File: config.mk
export PLATFORM = sky130hd
export DESIGN_NAME = wb_buffer
export DESIGN_NICKNAME = d
export VERILOG_FILES = /design/src/rtl/wb_buffer.sv
export SDC_FILE = /design/constraint.sdc
export NUM_CORES = 1
export LEC_CHECK = 0
export CAP_MARGIN = 40
export CORE_MARGIN = 2
export CORE_UTILIZATION = 48
export CTS_CLUSTER_SIZE = 16
export DETAILED_ROUTE_END_ITERATION = 7
export GPL_TIMING_DRIVEN = 0
export HOLD_SLACK_MARGIN = 0.12
export PLACE_DENSITY = 0.7
export SLEW_MARGIN = 20
export SYNTH_ARGS = -nofsm -noshare
export SYNTH_HDL_FRONTEND = slang
export SYNTH_SLANG_ARGS = --single-unit
File: constraint.sdc
create_clock -name clk -period 4.8 [get_ports clk]
set_input_delay 0.96 -clock clk [delete_from_list [all_inputs] [get_ports clk]]
set_output_delay 0.96 -clock clk [all_outputs]
set_load 0.01 [all_outputs]
File: src/rtl/wb_buffer.sv
// wb_buffer: circular writeback buffer between execute and the regfile write port.
// Ports: clk/rst_n (async active-low); in_valid/in_ready/in_addr/in_data accept results;
// hold stalls draining; wp_enable/wp_addr/wp_data drive the regfile write port;
// byp_addr/byp_hit/byp_data look up the youngest pending result; count/empty report occupancy.
module wb_buffer #(
  parameter int DATA_WIDTH = 16,
  parameter int NUM_REG = 16,
  parameter int DEPTH = 4,
  localparam int AW = $clog2(NUM_REG),
  localparam int PW = $clog2(DEPTH),
  localparam int CW = $clog2(DEPTH + 1)
) (
  input  logic                  clk,
  input  logic                  rst_n,
  input  logic                  in_valid,
  output logic                  in_ready,
  input  logic [AW-1:0]         in_addr,
  input  logic [DATA_WIDTH-1:0] in_data,
  input  logic                  hold,
  output logic                  wp_enable,
  output logic [AW-1:0]         wp_addr,
  output logic [DATA_WIDTH-1:0] wp_data,
  input  logic [AW-1:0]         byp_addr,
  output logic                  byp_hit,
  output logic [DATA_WIDTH-1:0] byp_data,
  output logic [CW-1:0]         count,
  output logic                  empty
);
  logic [DEPTH-1:0]      vld;
  logic [AW-1:0]         addr_q [DEPTH];
  logic [DATA_WIDTH-1:0] data_q [DEPTH];
  logic [PW-1:0]         head, tail, idx;
  logic                  live, push, pop;
  assign empty     = count == '0;
  assign pop       = !empty && !hold;
  // live keeps in_ready low during reset and rises on the first edge after release
  assign in_ready  = live && (count < CW'(DEPTH) || pop);
  assign push      = in_valid && in_ready;
  assign wp_enable = pop;
  assign wp_addr   = pop ? addr_q[head] : '0;
  assign wp_data   = pop ? data_q[head] : '0;
  // walk oldest to youngest so the last match wins
  always_comb begin
    byp_hit = 1'b0;
    byp_data = '0;
    idx = head;
    for (int i = 0; i < DEPTH; i++) begin
      idx = head + PW'(i);
      if (vld[idx] && addr_q[idx] == byp_addr) begin
        byp_hit = 1'b1;
        byp_data = data_q[idx];
      end
    end
  end
  always_ff @(posedge clk or negedge rst_n)
    if (!rst_n) begin
      head <= '0;
      tail <= '0;
      count <= '0;
      vld <= '0;
      live <= 1'b0;
    end else begin
      live <= 1'b1;
      count <= count + CW'(push) - CW'(pop);
      if (pop) begin
        head <= head + 1'b1;
        vld[head] <= 1'b0;
      end
      // after the pop clear so a full-buffer push into the slot being drained keeps it valid
      if (push) begin
        tail <= tail + 1'b1;
        vld[tail] <= 1'b1;
      end
    end
  always_ff @(posedge clk)
    if (push) begin
      addr_q[tail] <= in_addr;
      data_q[tail] <= in_data;
    end
endmodule

==> results.ini, run 1 <==
[timing]
finalSetupViolCount = 0
finalHoldViolations = 0
layout_setup_ws_ns = 0.0693
period_share = 0.986
worst_pin_slew_ns = 0.670
fmax_mhz = 211
min_period_ns = 4.73
maxSlewHeadroom = 0.553
tns_ns = 0
skew_ns = 0.00672
drv_slew = 0

[worst_setup_path]
critPathRequiredTime_ns = 3.84
cp_slowest_cell = mux4_2
ff2ff_setup_slack_ns = 1.92
startpoint_type = register
cp.arrival_ns = 3.77
critPathLaunch = head[0]
path_depth = 15
r2r_start = count[1]
cp_num_buf_inv = 8
path_max_fanout = 10
reg2reg_depth = 11
crit_end = byp_data[5]
reg2reg_to = count[2]
crit_path_cell_trace = buf_6 -> buf_8 -> buf_12 -> clkinvlp_4 -> ha_4 -> buf_12 -> mux4_2 -> xnor2_4 -> and3_4 -> buf_6 -> nand2_4 -> buf_8 -> a221oi_2 -> o22a_1 -> clkdlybuf4s15_1
cp-end-kind = primary output
critPathKind = register to primary output
cp_slowest_stage_delay_ns = 0.56
critical-path-top-delay-family = buffers and inverters

[clock_network]
cts_root_buffer = clkbuf_16
cts-htree-levels = 3
cts_tree = yes
clock_latency_ns = 0.35
clk_pin_slew_ns = 0.06
clockBufferDepth = 2
cts_num_sinks = 92
cts_buffers = 9

[power]
p_per_area_mw_per_mm2 = 654
pwr-share-clk = 0.134
total_power_mw = 4.82
switching_share = 0.417
ir_worst_vdd_v = 0.000256
leakage_nw = 2.63
combPwrFrac = 0.642
cellInternalPower_mw = 2.81
seqPwrFrac = 0.224
p_switching_mw = 2.01

[status]
status = complete, no violations

[synthesis]
syn_area_per_cell_um2 = 12.8
synth_cell_types = 41
synthCells = 473
async_flop_share = 0.130
synth_nets = 512
ys_warn_count = 0
yosys_most_used_dff = edfxtp_1
ys_seq_elements = 92
ys_seq_area_frac = 0.447
syn_area_mm2 = 0.00604
synth_edf_count = 80

[global_route]
busiest_layer = met2
grt.met3_usage = 0.0431
grt_max_degree = 22
track_usage = 0.252
grt_pass1_vias = 4432
grtUsageMet1 = 0.347
antenna_found_initial = 0
met2_usage = 0.404
grt-ovfl-total = 0
grt_pass1_wl_um = 24800

[layout]
layoutNonFillerInstCount = 729
syn2layout_area_growth_pct = 22.1
antenna_cells = 0
drive_above_1_share = 0.267
nets = 595

[die]
die_h_um = 116
coreArea_mm2 = 0.0122
die_w_um = 116
start_util = 0.497
die_area_mm2 = 0.0135
io_pins = 71
row_count = 40

[flow_run]
maxCapViolations = 0

[route]
drt-initial-drc-count = 515
post-route-drc-count = 0
drt-wirelength-per-cell_um = 22.7
viasPerCell = 6.18
drt-total-wl_um = 16600
ant_nets = 0
vias = 4503
dr.pass1.iters = 5

[placement]
dp_hpwl_um = 11200
place_ws_ns = -0.510
dp_cells = 707
routabilityCongestion = 0.919
io_buffers = 66

[hold_path]
hp-class = register to register

-- worst min path at each step --
| stage | from | endpoint | slack, ns | depth (start not counted) |
|---|---|---|---|---|
| after floorplan | vld[1] | vld[1] | 0.48 | 1 |
| after global placement | vld[2] | vld[2] | 0.51 | 1 |
| after detailed placement | vld[0] | vld[0] | 0.52 | 1 |
| after CTS | vld[3] | vld[3] | 0.54 | 1 |
| after global routing | vld[0] | vld[0] | 0.57 | 1 |
| final | vld[3] | vld[3] | 0.54 | 1 |
-- timing repair --
action	4_1_cts	5_1_grt
setup buffers	3	4
pin swaps	4	3
setup endpoints to repair	17	16
gates resized for setup	56	24
hold buffers	0	0
cloned	0	0
-- flip-flops by register name, summed over array words and instances, names as in the netlist --
register	flops
addr_q	16
count	3
data_q	64
head	2
live	1
tail	2
vld	4
-- area by class of cell --
| type | instances | area [um2] |
|---|---|---|
| buffer | 41 | 297 |
| clock buffer | 9 | 225 |
| clock inverter | 7 | 43.8 |
| fill | 949 | 4790 |
| inverter | 11 | 46.3 |
| multi-input combinational | 328 | 3180 |
| sequential | 92 | 2700 |
| tap | 168 | 210 |
| timing repair buffer | 73 | 673 |
-- power by group through the flow --
stage	sequential (mW)	combinational, mW	clock [mW]
6_report	1.08	3.10	0.644
2_1_floorplan	1.06	2.00	0
3_5_place_dp	1.08	2.88	0
3_3_place_gp	1.08	2.83	0
4_1_cts	1.08	2.98	0.656
5_1_grt	1.09	3.27	0.683
-- stage by stage --
| step | util | hold WS (ns) | instance area (um2) |
|---|---|---|---|
| after floorplan | - | 0.478 | 6040 |
| after global placement | 0.568 | 0.511 | 6910 |
| after detailed placement | 0.569 | 0.524 | 6920 |
| after CTS | 0.602 | 0.542 | 7320 |
| after global routing | 0.606 | 0.566 | 7370 |
| final | 0.606 | 0.540 | 7370 |
-- cell usage after synthesis, types with 2 or more instances --
| library cell | number | share of area |
|---|---|---|
| buf_6 | 4 | 0.0075 |
| nor2_1 | 36 | 0.022 |
| buf_4 | 7 | 0.0087 |
| clkbuf_1 | 20 | 0.012 |
| buf_2 | 6 | 0.0050 |
| inv_1 | 10 | 0.0062 |
| mux4_1 | 2 | 0.0087 |
| ha_1 | 10 | 0.021 |
| o22a_1 | 14 | 0.020 |
| o31a_1 | 2 | 0.0029 |
| and3_1 | 5 | 0.0052 |
| mux2_2 | 18 | 0.034 |
| a221oi_2 | 11 | 0.027 |
| nand2_1 | 11 | 0.0068 |
| dfrtp_1 | 12 | 0.050 |
| buf_1 | 4 | 0.0025 |
| a21oi_1 | 30 | 0.025 |
| mux2i_1 | 27 | 0.045 |
| a221oi_1 | 5 | 0.0072 |
| edfxtp_1 | 80 | 0.40 |
| and2_1 | 22 | 0.023 |
| o32ai_1 | 2 | 0.0029 |
| nor3_1 | 3 | 0.0025 |
| o21ai_0 | 32 | 0.027 |
| a21o_1 | 4 | 0.0050 |
| mux4_2 | 42 | 0.16 |
| xnor2_1 | 23 | 0.033 |
| nand3_1 | 18 | 0.015 |
-- kinds of logic (layout without fill, tap and decap cells) --
logic type,after synthesis,count (layout),share of synthesized area
flops,92,92,0.447
xor+xnor,24,24,0.0348
compound gates,103,103,0.122
mux,89,89,0.244
buf+inv,53,141,0.0454
simple gates,100,100,0.0826
other cells,1,1,0.000621
fa+ha+maj,11,11,0.0240
-- layout by cell type, fill, tap and decap left out, types with 3 or more instances in the layout --
master / synthesis / routed
mux2i_1: 27 / 27
buf_6: 4 / 6
buf_2: 6 / 5
a21oi_1: 30 / 30
xnor2_1: 23 / 20
buf_4: 7 / 15
ha_1: 10 / 9
inv_1: 10 / 9
nor2_1: 36 / 36
mux2_2: 18 / 18
clkbuf_1: 20 / 13
nor3_1: 3 / 3
clkbuf_2: 0 / 9
mux4_2: 42 / 42
dlygate4sd2_1: 0 / 7
and3_2: 0 / 4
clkdlybuf4s50_1: 0 / 49
a21o_1: 4 / 4
and2_1: 22 / 22
clkbuf_16: 0 / 9
a221oi_2: 11 / 16
o21ai_0: 32 / 32
nand2_1: 11 / 10
o22a_1: 14 / 14
nand3_1: 18 / 17
clkinv_2: 0 / 4
dfrtp_1: 12 / 11
edfxtp_1: 80 / 80
-- metal layers --
layer	up-vias	share of wire	wire, um
li1	1998	-	-
met1	2250	0.41	6830
met2	224	0.49	8080
met3	31	0.079	1310
met4	0	0.020	334
met5	-	0	0
(Power assumes the default switching activity.)
==> run 2, diff against run 1 <==
--- a/config.mk
+++ b/config.mk
@@ -5,7 +5,7 @@
 export SDC_FILE = /design/constraint.sdc
 export NUM_CORES = 1
 export LEC_CHECK = 0
-export CAP_MARGIN = 40
+export CAP_MARGIN = 30
 export CORE_MARGIN = 2
 export CORE_UTILIZATION = 48
 export CTS_CLUSTER_SIZE = 16
==> results of run 2 <==
The final DEF is identical to that of run 1; final timing and power are the same.
